<file path="config.mk">
export PLATFORM = sky130hd
export DESIGN_NAME = layer_sequencer
export DESIGN_NICKNAME = d
export VERILOG_FILES = /design/src/rtl/seq_pkg.sv /design/src/rtl/layer_desc_regfile.sv /design/src/rtl/layer_sequencer.sv
export SDC_FILE = /design/constraint.sdc
export NUM_CORES = 1
export LEC_CHECK = 0
export BUFFER_PORTS_ARGS = -buffer_cell sky130_fd_sc_hd__buf_2
export CORE_ASPECT_RATIO = 1.4
export CORE_MARGIN = 2
export CORE_UTILIZATION = 35
export CTS_CLUSTER_SIZE = 40
export DETAILED_ROUTE_END_ITERATION = 10
export GPL_TIMING_DRIVEN = 1
export PLACE_DENSITY = 0.57
export RECOVER_POWER = 25
export SETUP_SLACK_MARGIN = 0.4
export SLEW_MARGIN = 20
export SYNTH_ARGS = -nofsm -noshare
export SYNTH_HDL_FRONTEND = slang
export SYNTH_HIERARCHICAL = 1
export SYNTH_SLANG_ARGS = --single-unit
</file>
<file path="constraint.sdc">
create_clock -name clk -period 5.1 [get_ports clk]
set_input_delay 1.275 -clock clk [delete_from_list [all_inputs] [get_ports clk]]
set_output_delay 1.275 -clock clk [all_outputs]
set_load 0.02 [all_outputs]
</file>
<file path="src/rtl/seq_pkg.sv">
`default_nettype none
// ============================================================================
// Module   : seq_pkg
// Desc     : Shared definitions for the layer sequencer: descriptor field
//            layout, layer type encodings, FSM state encoding and helpers.
// Revision : 1.0 - initial release
// ============================================================================
package seq_pkg;

  localparam int DESC_W   = 38;

  // Descriptor field layout (bit offsets / widths)
  localparam int LAST_BIT = 37;
  localparam int TYPE_LSB = 35;
  localparam int TYPE_W   = 2;
  localparam int ACT_BIT  = 34;
  localparam int WST_LSB  = 24;
  localparam int WST_W    = 10;
  localparam int CH_LSB   = 20;
  localparam int CH_W     = 4;
  localparam int FN_LSB   = 14;
  localparam int FN_W     = 6;
  localparam int WIN_LSB  = 0;
  localparam int WIN_W    = 14;

  typedef enum logic [1:0] {
    TYPE_POINT   = 2'b00,
    TYPE_DEPTH   = 2'b01,
    TYPE_SKIP    = 2'b10,
    TYPE_ILLEGAL = 2'b11
  } layer_type_t;

  typedef struct packed {
    logic              last;
    layer_type_t       ltype;
    logic              act_en;
    logic [WST_W-1:0]  w_start;
    logic [CH_W-1:0]   ch_max;
    logic [FN_W-1:0]   fn_max;
    logic [WIN_W-1:0]  win_max;
  } desc_t;

  typedef enum logic [2:0] {
    ST_IDLE  = 3'd0,
    ST_LOAD  = 3'd1,
    ST_CHECK = 3'd2,
    ST_FIRE  = 3'd3,
    ST_WAIT  = 3'd4,
    ST_NEXT  = 3'd5,
    ST_FIN   = 3'd6
  } state_t;

  // Split a raw table word into named fields.
  function automatic desc_t unpack_desc(input logic [DESC_W-1:0] raw);
    desc_t d;
    d.last    = raw[LAST_BIT];
    d.ltype   = layer_type_t'(raw[TYPE_LSB +: TYPE_W]);
    d.act_en  = raw[ACT_BIT];
    d.w_start = raw[WST_LSB +: WST_W];
    d.ch_max  = raw[CH_LSB +: CH_W];
    d.fn_max  = raw[FN_LSB +: FN_W];
    d.win_max = raw[WIN_LSB +: WIN_W];
    return d;
  endfunction

  // A descriptor aborts the pass if its type is illegal, or if an engine
  // layer has any zero loop bound (the engines cannot run an empty loop).
  function automatic logic desc_is_bad(input desc_t d);
    logic engine_layer;
    engine_layer = (d.ltype == TYPE_POINT) || (d.ltype == TYPE_DEPTH);
    return (d.ltype == TYPE_ILLEGAL) ||
           (engine_layer && ((d.ch_max == '0) || (d.fn_max == '0) ||
                             (d.win_max == '0)));
  endfunction

endpackage
`default_nettype wire

</file>
<file path="src/rtl/layer_desc_regfile.sv">
`default_nettype none
// ============================================================================
// Module   : layer_desc_regfile
// Desc     : NUM_LAYERS x DESC_W descriptor table, one synchronous write
//            port and one combinational read port. Contents are not reset.
// Revision : 1.0 - initial release
// ============================================================================
module layer_desc_regfile #(
  parameter int NUM_LAYERS = 16,
  parameter int IDX_W      = 4,
  parameter int DESC_W     = 38
) (
  input  logic              clk,
  input  logic              i_we,
  input  logic [IDX_W-1:0]  i_waddr,
  input  logic [DESC_W-1:0] i_wdata,
  input  logic [IDX_W-1:0]  i_raddr,
  output logic [DESC_W-1:0] o_rdata
);
  import seq_pkg::*;

  logic [DESC_W-1:0] r_mem [NUM_LAYERS];

  // Table write; the host must fill every used slot before a pass.
  always_ff @(posedge clk) begin
    if (i_we) begin
      r_mem[i_waddr] <= i_wdata;
    end
  end

  assign o_rdata = r_mem[i_raddr];

endmodule
`default_nettype wire

</file>
<file path="src/rtl/layer_sequencer.sv">
`default_nettype none
// ============================================================================
// Module   : layer_sequencer
// Desc     : Walks a programmable table of layer descriptors, presents each
//            layer's configuration to the pointwise/depthwise engines, fires
//            the matching one-cycle enable, waits for that engine's end
//            pulse and advances; pulses done at the end of the pass.
//            Optional macro SEQ_PERF_CNT_EN adds perf_cycles and
//            perf_layer_last cycle counters.
// Revision : 1.0 - initial release
// ============================================================================
module layer_sequencer #(
  parameter int NUM_LAYERS = 16,
  parameter int IDX_W      = 4,
  parameter int DESC_W     = 38
) (
  input  logic              clk,
  input  logic              rst,
  input  logic              cfg_we,
  input  logic [IDX_W-1:0]  cfg_addr,
  input  logic [DESC_W-1:0] cfg_data,
  input  logic              start,
  input  logic              point_end,
  input  logic              dw_end,
  output logic              point_en,
  output logic              dw_en,
  output logic [9:0]        w_start_address,
  output logic [3:0]        filter_channel_max,
  output logic [5:0]        filter_number_max,
  output logic [13:0]       window_size_max,
  output logic              act_en,
  output logic [IDX_W-1:0]  layer_idx,
  output logic              busy,
  output logic              done,
`ifdef SEQ_PERF_CNT_EN
  output logic [31:0]       perf_cycles,
  output logic [31:0]       perf_layer_last,
`endif
  output logic              err
);
  import seq_pkg::*;

  state_t            r_state;
  state_t            w_next;
  desc_t             r_desc;
  logic [IDX_W-1:0]  r_idx;
  logic              r_err;
  logic [DESC_W-1:0] w_rd_data;
  logic              w_accept;
  logic              w_bad;
  logic              w_end_match;
  logic              w_at_end;
  logic              w_busy;

  // Table writes are only honoured while idle so a running pass never sees
  // its descriptors change underneath it.
  layer_desc_regfile #(
    .NUM_LAYERS (NUM_LAYERS),
    .IDX_W      (IDX_W),
    .DESC_W     (DESC_W)
  ) u_regfile (
    .clk     (clk),
    .i_we    (cfg_we && (r_state == ST_IDLE)),
    .i_waddr (cfg_addr),
    .i_wdata (cfg_data),
    .i_raddr (r_idx),
    .o_rdata (w_rd_data)
  );

  assign w_accept    = (r_state == ST_IDLE) && start;
  assign w_bad       = desc_is_bad(r_desc);
  // Only the engine that was fired may end the layer.
  assign w_end_match = (r_desc.ltype == TYPE_DEPTH) ? dw_end : point_end;
  // No wrap past the last table slot.
  assign w_at_end    = r_desc.last || (r_idx == IDX_W'(NUM_LAYERS - 1));
  assign w_busy      = (r_state != ST_IDLE) && (r_state != ST_FIN);

  // State register.
  always_ff @(posedge clk or posedge rst) begin
    if (rst) begin
      r_state <= ST_IDLE;
    end else begin
      r_state <= w_next;
    end
  end

  // Next-state decode.
  always_comb begin
    w_next = r_state;
    case (r_state)
      ST_IDLE:  if (start) w_next = ST_LOAD;
      ST_LOAD:  w_next = ST_CHECK;
      ST_CHECK: begin
        if (w_bad) begin
          w_next = ST_FIN;
        end else if (r_desc.ltype == TYPE_SKIP) begin
          w_next = ST_NEXT;
        end else begin
          w_next = ST_FIRE;
        end
      end
      ST_FIRE:  w_next = ST_WAIT;
      ST_WAIT:  if (w_end_match) w_next = ST_NEXT;
      ST_NEXT:  w_next = w_at_end ? ST_FIN : ST_LOAD;
      ST_FIN:   w_next = ST_IDLE;
      default:  w_next = ST_IDLE;
    endcase
  end

  // Descriptor holding register, layer index and sticky error flag.
  always_ff @(posedge clk or posedge rst) begin
    if (rst) begin
      r_desc <= '0;
      r_idx  <= '0;
      r_err  <= 1'b0;
    end else begin
      if (r_state == ST_LOAD) begin
        r_desc <= unpack_desc(w_rd_data);
      end
      if (w_accept) begin
        r_idx <= '0;
      end else if ((r_state == ST_NEXT) && !w_at_end) begin
        r_idx <= r_idx + IDX_W'(1);
      end
      if (w_accept) begin
        r_err <= 1'b0;
      end else if ((r_state == ST_CHECK) && w_bad) begin
        r_err <= 1'b1;
      end
    end
  end

  assign point_en           = (r_state == ST_FIRE) && (r_desc.ltype == TYPE_POINT);
  assign dw_en              = (r_state == ST_FIRE) && (r_desc.ltype == TYPE_DEPTH);
  assign w_start_address    = r_desc.w_start;
  assign filter_channel_max = r_desc.ch_max;
  assign filter_number_max  = r_desc.fn_max;
  assign window_size_max    = r_desc.win_max;
  assign act_en             = r_desc.act_en;
  assign layer_idx          = r_idx;
  assign busy               = w_busy;
  assign done               = (r_state == ST_FIN);
  assign err                = r_err;

`ifdef SEQ_PERF_CNT_EN
  logic [31:0] r_perf_cycles;
  logic [31:0] r_perf_layer_last;
  logic [31:0] r_wait_cnt;

  // Saturating pass-cycle counter and per-layer WAIT-cycle counter.
  always_ff @(posedge clk or posedge rst) begin
    if (rst) begin
      r_perf_cycles     <= '0;
      r_perf_layer_last <= '0;
      r_wait_cnt        <= '0;
    end else begin
      if (w_accept) begin
        r_perf_cycles <= '0;
      end else if (w_busy && (r_perf_cycles != '1)) begin
        r_perf_cycles <= r_perf_cycles + 32'd1;
      end
      if (r_state == ST_FIRE) begin
        r_wait_cnt <= '0;
      end else if ((r_state == ST_WAIT) && (r_wait_cnt != '1)) begin
        r_wait_cnt <= r_wait_cnt + 32'd1;
      end
      // The end cycle itself is a WAIT cycle, hence the +1.
      if ((r_state == ST_WAIT) && w_end_match) begin
        r_perf_layer_last <= (r_wait_cnt == '1) ? '1 : r_wait_cnt + 32'd1;
      end
    end
  end

  assign perf_cycles     = r_perf_cycles;
  assign perf_layer_last = r_perf_layer_last;
`endif

endmodule
`default_nettype wire

</file>
* Word level (Yosys, flattened, before mapping)
Memory sizes are Yosys's and may differ from the RTL's. A register that Yosys moved wholly into a read port is not among the register bits.
Index checks and enable logic that the tools add are counted.
** Storage, ports and cells
- Bits in registers :: 8
- RAM bits :: 608
- Input port bits :: 48
- Output and inout port bits :: 44
- Logic and storage cells :: 54
- Memories :: 1
** Memory list
- u_regfile.r_mem :: depth 16, bits a word 38, rd ports 1, clocked after Yosys merged registers in 1, write ports 1, line layer_desc_regfile.sv:22 : logic [DESC_W-1:0] r_mem [NUM_LAYERS];
** Cells by class
- Add/subtract/negate cells :: 1
- Eq/ne operators :: 13
- Mux-type cells :: 13
- Reduce and logical (&&, ||, !) cells :: 23
** Operators with widths (number)
- one-hot mux 3 bit (6 select lines) :: 1
- 2-to-1 mux 3 bit :: 5
- logical NOT 14 bit :: 1
- == test 3 bit (second input constant) :: 3
- logical AND 1 bit :: 8
- 2-to-1 mux 4 bit :: 2
- == test 3 x 2 -> 1 bit (second input constant) :: 2
- logical NOT 6 bit :: 1
- logical OR 1 bit :: 5
- 2-to-1 mux 1 bit :: 5
- adder 4 x 1 -> 4 bit (second input constant) :: 1
- == test 2 bit (second input constant) :: 2
- == test 4 bit (second input constant) :: 1
- logical NOT 4 bit :: 1
- != test 2 bit (second input constant) :: 2
- nonzero test 2 bit :: 2
- == test 3 x 1 -> 1 bit (second input constant) :: 1
- logical NOT 3 bit :: 1
- != test 3 bit (second input constant) :: 1
- nonzero test 3 bit :: 1
- == test 2 x 1 -> 1 bit (second input constant) :: 1
- logical NOT 2 bit :: 1
- AND reduction 2 bit :: 1
- logical NOT 1 bit :: 1

* Depth between registers and ports, before layout
- Depth after elaboration :: 8
- Gate-level depth with buffers :: 7

* Cells and area by module
Netlist, hierarchy kept.
** By module, submodules not included
- layer_desc_regfile :: times used 1, cells each 951, area each 22809.4 um^2, sequential area each 18257.5 um^2
- layer_sequencer :: times used 1, cells each 181, area each 2311.0 um^2, sequential area each 1151.1 um^2

* Worst setup path before layout
OpenSTA, ideal clock, no wires.
- Path type :: input to register
- Start :: in cfg_we
- End :: mem u_regfile.r_mem[0][0] (enable)
- Setup time :: 0.481 ns
- Arrival time :: 4.817 ns
- Required time :: 4.619 ns
- Path slack :: -0.198 ns
- Cell stages on the path :: 3
- Path buffers :: 0
- Cell sequence :: nor4b_1 or3b_2 nor3_1
** Between the ends
- Cells in the longest elaborated chain, start to end :: 3
** Ends and longest elaborated chain
- from (decl) :: line layer_sequencer.sv:19 : input logic cfg_we,
- logical AND 1 bit :: line layer_sequencer.sv:63 : .i_we (cfg_we && (r_state == ST_IDLE)),
- 2-to-1 mux 1 bit :: line layer_desc_regfile.sv:26 : if (i_we) begin
- 2-to-1 mux 1 bit (implied by the code) :: line layer_desc_regfile.sv:27 : r_mem[i_waddr] <= i_wdata;
- to (decl) :: line layer_desc_regfile.sv:22
Every way passes these cells.

* Final worst setup path
- Start :: reg r_idx[1], in the netlist layer_idx[1]
- End :: out layer_idx[1]
** RTL lines
- from (decl) :: line layer_sequencer.sv:46 : logic [IDX_W-1:0] r_idx;
- from (signal assigned) :: line layer_sequencer.sv:123 : r_idx <= r_idx + IDX_W'(1);
- to (decl) :: line layer_sequencer.sv:32 : output logic [IDX_W-1:0] layer_idx,
No word-level cell between the ends.

==> flow_summary.ini <==
[status]
outcome = finished, final reports clean

[route]
post_drt_wl_per_cell_um = 25.34
dr.first_iter.drc_count = 1126
route.detailed.drc = 0
vias_per_cell = 5.209
route.vias.total = 11530
totalWireLength_mm = 56.10
ant_nets = 0
drt-pass1-iter-count = 4

[critical_path]
timing.critical_path.required_ps = 3830
r2r-start = layer_idx[0]$_DFFE_PP0P_
critPathLaunchType = register
timing.critical_path.to_type = output pin
critical_path.slowest_cell = sky130_fd_sc_hd__dfrtp_4
worst-setup-path-type = register to output pin
critical_path.cell_chain = buf_2
crit_buf_inv = 1
stage_delay_of_the_slowest_cell_on_the_critical_path_ps = 1020
worst-endpoint-arrival_ps = 1930
reg2reg_setup_slack_ps = 2220
r2r.worst_path.cells = 5
reg2reg_end = filter_channel_max[2]$_DFFE_PP0P_
critical_path.top_delay_family = flip-flops
critPathMaxFanout = 59

[layout]
final.fill_count = 6222
final_util = 0.4004
synthToLayoutAreaGrowth_pct = 13.58
nets = 1272
final_layout_size_suffix_gt1_frac = 0.3147

[worst_hold_path]
startpoint_of_the_most_critical_hold_path = w_start_address[4]$_DFFE_PP0P_
hold_end = w_start_address[4]$_DFFE_PP0P_
hold_path_class = register to register
min_path_cells = 1

[timing]
worst_max_slew_pin_slew_ps = 1117
fin_setup_tns_ps = 0
fin_crit_ps = 3202
worst_slew_margin_rel = 0.2533
rsz_0062_raised_after_global_routing = no
final_count_of_hold_timing_violations = 0
fmaxAchievable_mhz = 312.3
final.setup_skew_ps = 12.27
finalSetupViolCount = 0
slew_violations = 0
post_route_fraction_of_the_period_consumed_by_the_critical_path = 0.6279

[floorplan]
ios = 92
row_count = 116
floorplan_die_height_um = 321.0
die_width_um = 230.4
initial_standard_cell_utilization_of_the_core = 0.3525
placeableCoreArea_um2 = 71260
dieArea_um2 = 73960

[synth]
yosysMostFrequentCell = sky130_fd_sc_hd__edfxtp_1
synth-async-reset-ratio = 0.07034
synth_seq_cells = 654
post_synth_instance_area_um2 = 25120
syn_inst = 1132
synthFlopType = sky130_fd_sc_hd__edfxtp_1
synth.net_count = 1181
ys_top_cells_by_area = sky130_fd_sc_hd__edfxtp_1 (73%), sky130_fd_sc_hd__mux4_2 (14%), sky130_fd_sc_hd__dfrtp_1 (4.6%), sky130_fd_sc_hd__a22oi_1 (2.3%), sky130_fd_sc_hd__mux2_4 (1.2%)
post-synth-top-area-cell = sky130_fd_sc_hd__edfxtp_1
synth_edf_count = 608
avgSynthCellArea_um2 = 22.19
yosysUniqueCellTypes = 40
ys_warn_count = 6
netlist.area_leader.share = 0.7268
netlist_top_cells_count = sky130_fd_sc_hd__edfxtp_1 (608), sky130_fd_sc_hd__mux4_2 (152), sky130_fd_sc_hd__a22oi_1 (76), sky130_fd_sc_hd__dfrtp_1 (46), sky130_fd_sc_hd__nand2_1 (43)
proportion_of_synthesized_chip_area_in_sequential_cells = 0.7726

[clock_network]
cts_setup_buffers = 0
count_of_clock_tree_sinks = 654
tritoncts_buffers = 56
ctsResizeCount = 0
clock_tree.buffer_depth = 3
cts_tree = built
postCtsHoldBufs = 0
ctsHtreeMaxLevel = 2
clock_insertion_delay_worst_skew_ps = 590
clk_transition_reported_paths_ps = 60
root_buffer = sky130_fd_sc_hd__clkbuf_16

[global_routing]
globalRoute.totalOverflow = 0
met3_usage = 0.02314
use_met2 = 0.2551
global_route.usage.total = 0.1510
grt_first_pass_wirelength_mm = 82.12
top_usage_layer = met2
grt_max_degree = 60
grt_antenna_before_repair = 1
first_global_vias = 12020
grt_util_met1 = 0.2046

[place]
port_buffers = 91
dp_hpwl_mm = 33.73
place_congestion = 0.7433

[power_and_ir_drop]
power-per-cell-area_nw_per_um2 = 464.1
leakage_power_summed_over_all_cells_nw = 8.883
max-vdd-ir-drop_uv = 238.5

[flow_run]
maxCapViolCount = 0
## layout by cell type (no fill, tap or decap), types with 2 or more instances in the layout
cell type,instances
sky130_fd_sc_hd__edfxtp_1,608
sky130_fd_sc_hd__mux4_2,152
sky130_fd_sc_hd__a22oi_1,76
sky130_fd_sc_hd__buf_2,68
sky130_fd_sc_hd__clkbuf_16,57
sky130_fd_sc_hd__dfrtp_1,44
sky130_fd_sc_hd__nand2_1,43
sky130_fd_sc_hd__clkbuf_1,33
sky130_fd_sc_hd__buf_4,23
sky130_fd_sc_hd__mux2_4,20
sky130_fd_sc_hd__mux2_2,19
sky130_fd_sc_hd__nor2_4,14
sky130_fd_sc_hd__clkinv_1,12
sky130_fd_sc_hd__clkinv_2,10
sky130_fd_sc_hd__buf_12,10
sky130_fd_sc_hd__nor2_1,9
sky130_fd_sc_hd__bufinv_16,7
sky130_fd_sc_hd__nor4_1,6
sky130_fd_sc_hd__nor2b_1,5
sky130_fd_sc_hd__nand2b_1,4
sky130_fd_sc_hd__nor3_4,4
sky130_fd_sc_hd__nand4_1,3
sky130_fd_sc_hd__nand3b_1,3
sky130_fd_sc_hd__clkinvlp_4,3
sky130_fd_sc_hd__diode_2,2
sky130_fd_sc_hd__nor4b_1,2
sky130_fd_sc_hd__inv_1,2
sky130_fd_sc_hd__a21oi_1,2
sky130_fd_sc_hd__o211ai_1,2
sky130_fd_sc_hd__and3_1,2
sky130_fd_sc_hd__xor2_1,2
sky130_fd_sc_hd__clkinv_4,2
sky130_fd_sc_hd__clkbuf_8,2
sky130_fd_sc_hd__dfrtp_4,2
sky130_fd_sc_hd__nor2b_4,2
## worst max-delay path by stage
stage / startpoint / to / slack, ps / depth (start not counted)
6_report: layer_idx[1]$_DFFE_PP0P_ / layer_idx[1] / 1900 / 1
5_1_grt: layer_idx[1]$_DFFE_PP0P_ / layer_idx[1] / 1780 / 1
4_1_cts: layer_idx[1]$_DFFE_PP0P_ / layer_idx[1] / 1780 / 1
3_5_place_dp: cfg_we / u_regfile/r_mem[1][21]$_DFFE_PP_ / 1600 / 6
3_3_place_gp: cfg_we / u_regfile/r_mem[3][20]$_DFFE_PP_ / 1630 / 6
2_1_floorplan: cfg_we / u_regfile/r_mem[1][0]$_DFFE_PP_ / 840 / 3
## cells by family (layout without fill, tap and decap cells)
group / count (synthesis) / after routing / synth area share
compound gates: 87 / 87 / 0.02570
xor+xnor: 3 / 3 / 0.001046
fa+ha+maj: 1 / 1 / 0.0004980
buf+inv: 93 / 229 / 0.02361
flops: 654 / 654 / 0.7726
mux: 192 / 192 / 0.1571
other cells: 0 / 2 / 0
simple gates: 102 / 102 / 0.01938
## routing by layer
layer / vias up / routed length, um / share of wire
met5: - / 0 / 0
met4: 0 / 1139 / 0.020
met3: 68 / 2623 / 0.047
met2: 277 / 28170 / 0.50
met1: 6308 / 24170 / 0.43
li1: 4879 / - / -
## sequential cells by signal (all words and copies together) (netlist names)
register / cells
filter_number_max: 6
u_regfile/r_mem: 608
w_start_address: 10
err: 1
act_en: 1
r_state: 3
r_desc: 3
layer_idx: 4
window_size_max: 14
filter_channel_max: 4
## power breakdown
| part | internal [W] | switching (W) |
|---|---|---|
| Sequential | 0.00613 | 0.000338 |
| Clock | 0.00243 | 0.00188 |
| Combinational | 0.00120 | 0.00126 |
## metrics by stage
stage	std cells	power, W	hold WS (ps)	worst slack [ps]	area, um2
5_1_grt	2212	0.01374	525.0	1779	28530
3_3_place_gp	2109	0.009078	491.3	1631	26720
2_1_floorplan	1132	0.008452	481.9	835.7	25140
3_5_place_dp	2109	0.009109	495.4	1603	26720
6_report	2214	0.01324	511.6	1898	28530
4_1_cts	2212	0.01341	518.4	1776	28550
## cell type report
| cell class | count | area, um2 | area share |
|---|---|---|---|
| sequential | 654 | 19420 | 0.6805 |
| clock inverter | 34 | 345.3 | 0.01210 |
| inverter | 2 | 7.507 | 0.0002631 |
| timing repair buffer | 124 | 799.5 | 0.02802 |
| clock buffer | 69 | 1491 | 0.05227 |
| antenna | 2 | 5.005 | 0.0001754 |
| tap | 944 | 1181 | 0.04140 |
| multi-input combinational | 385 | 5285 | 0.1852 |
Note: power is estimated with default switching activity, not from simulation.
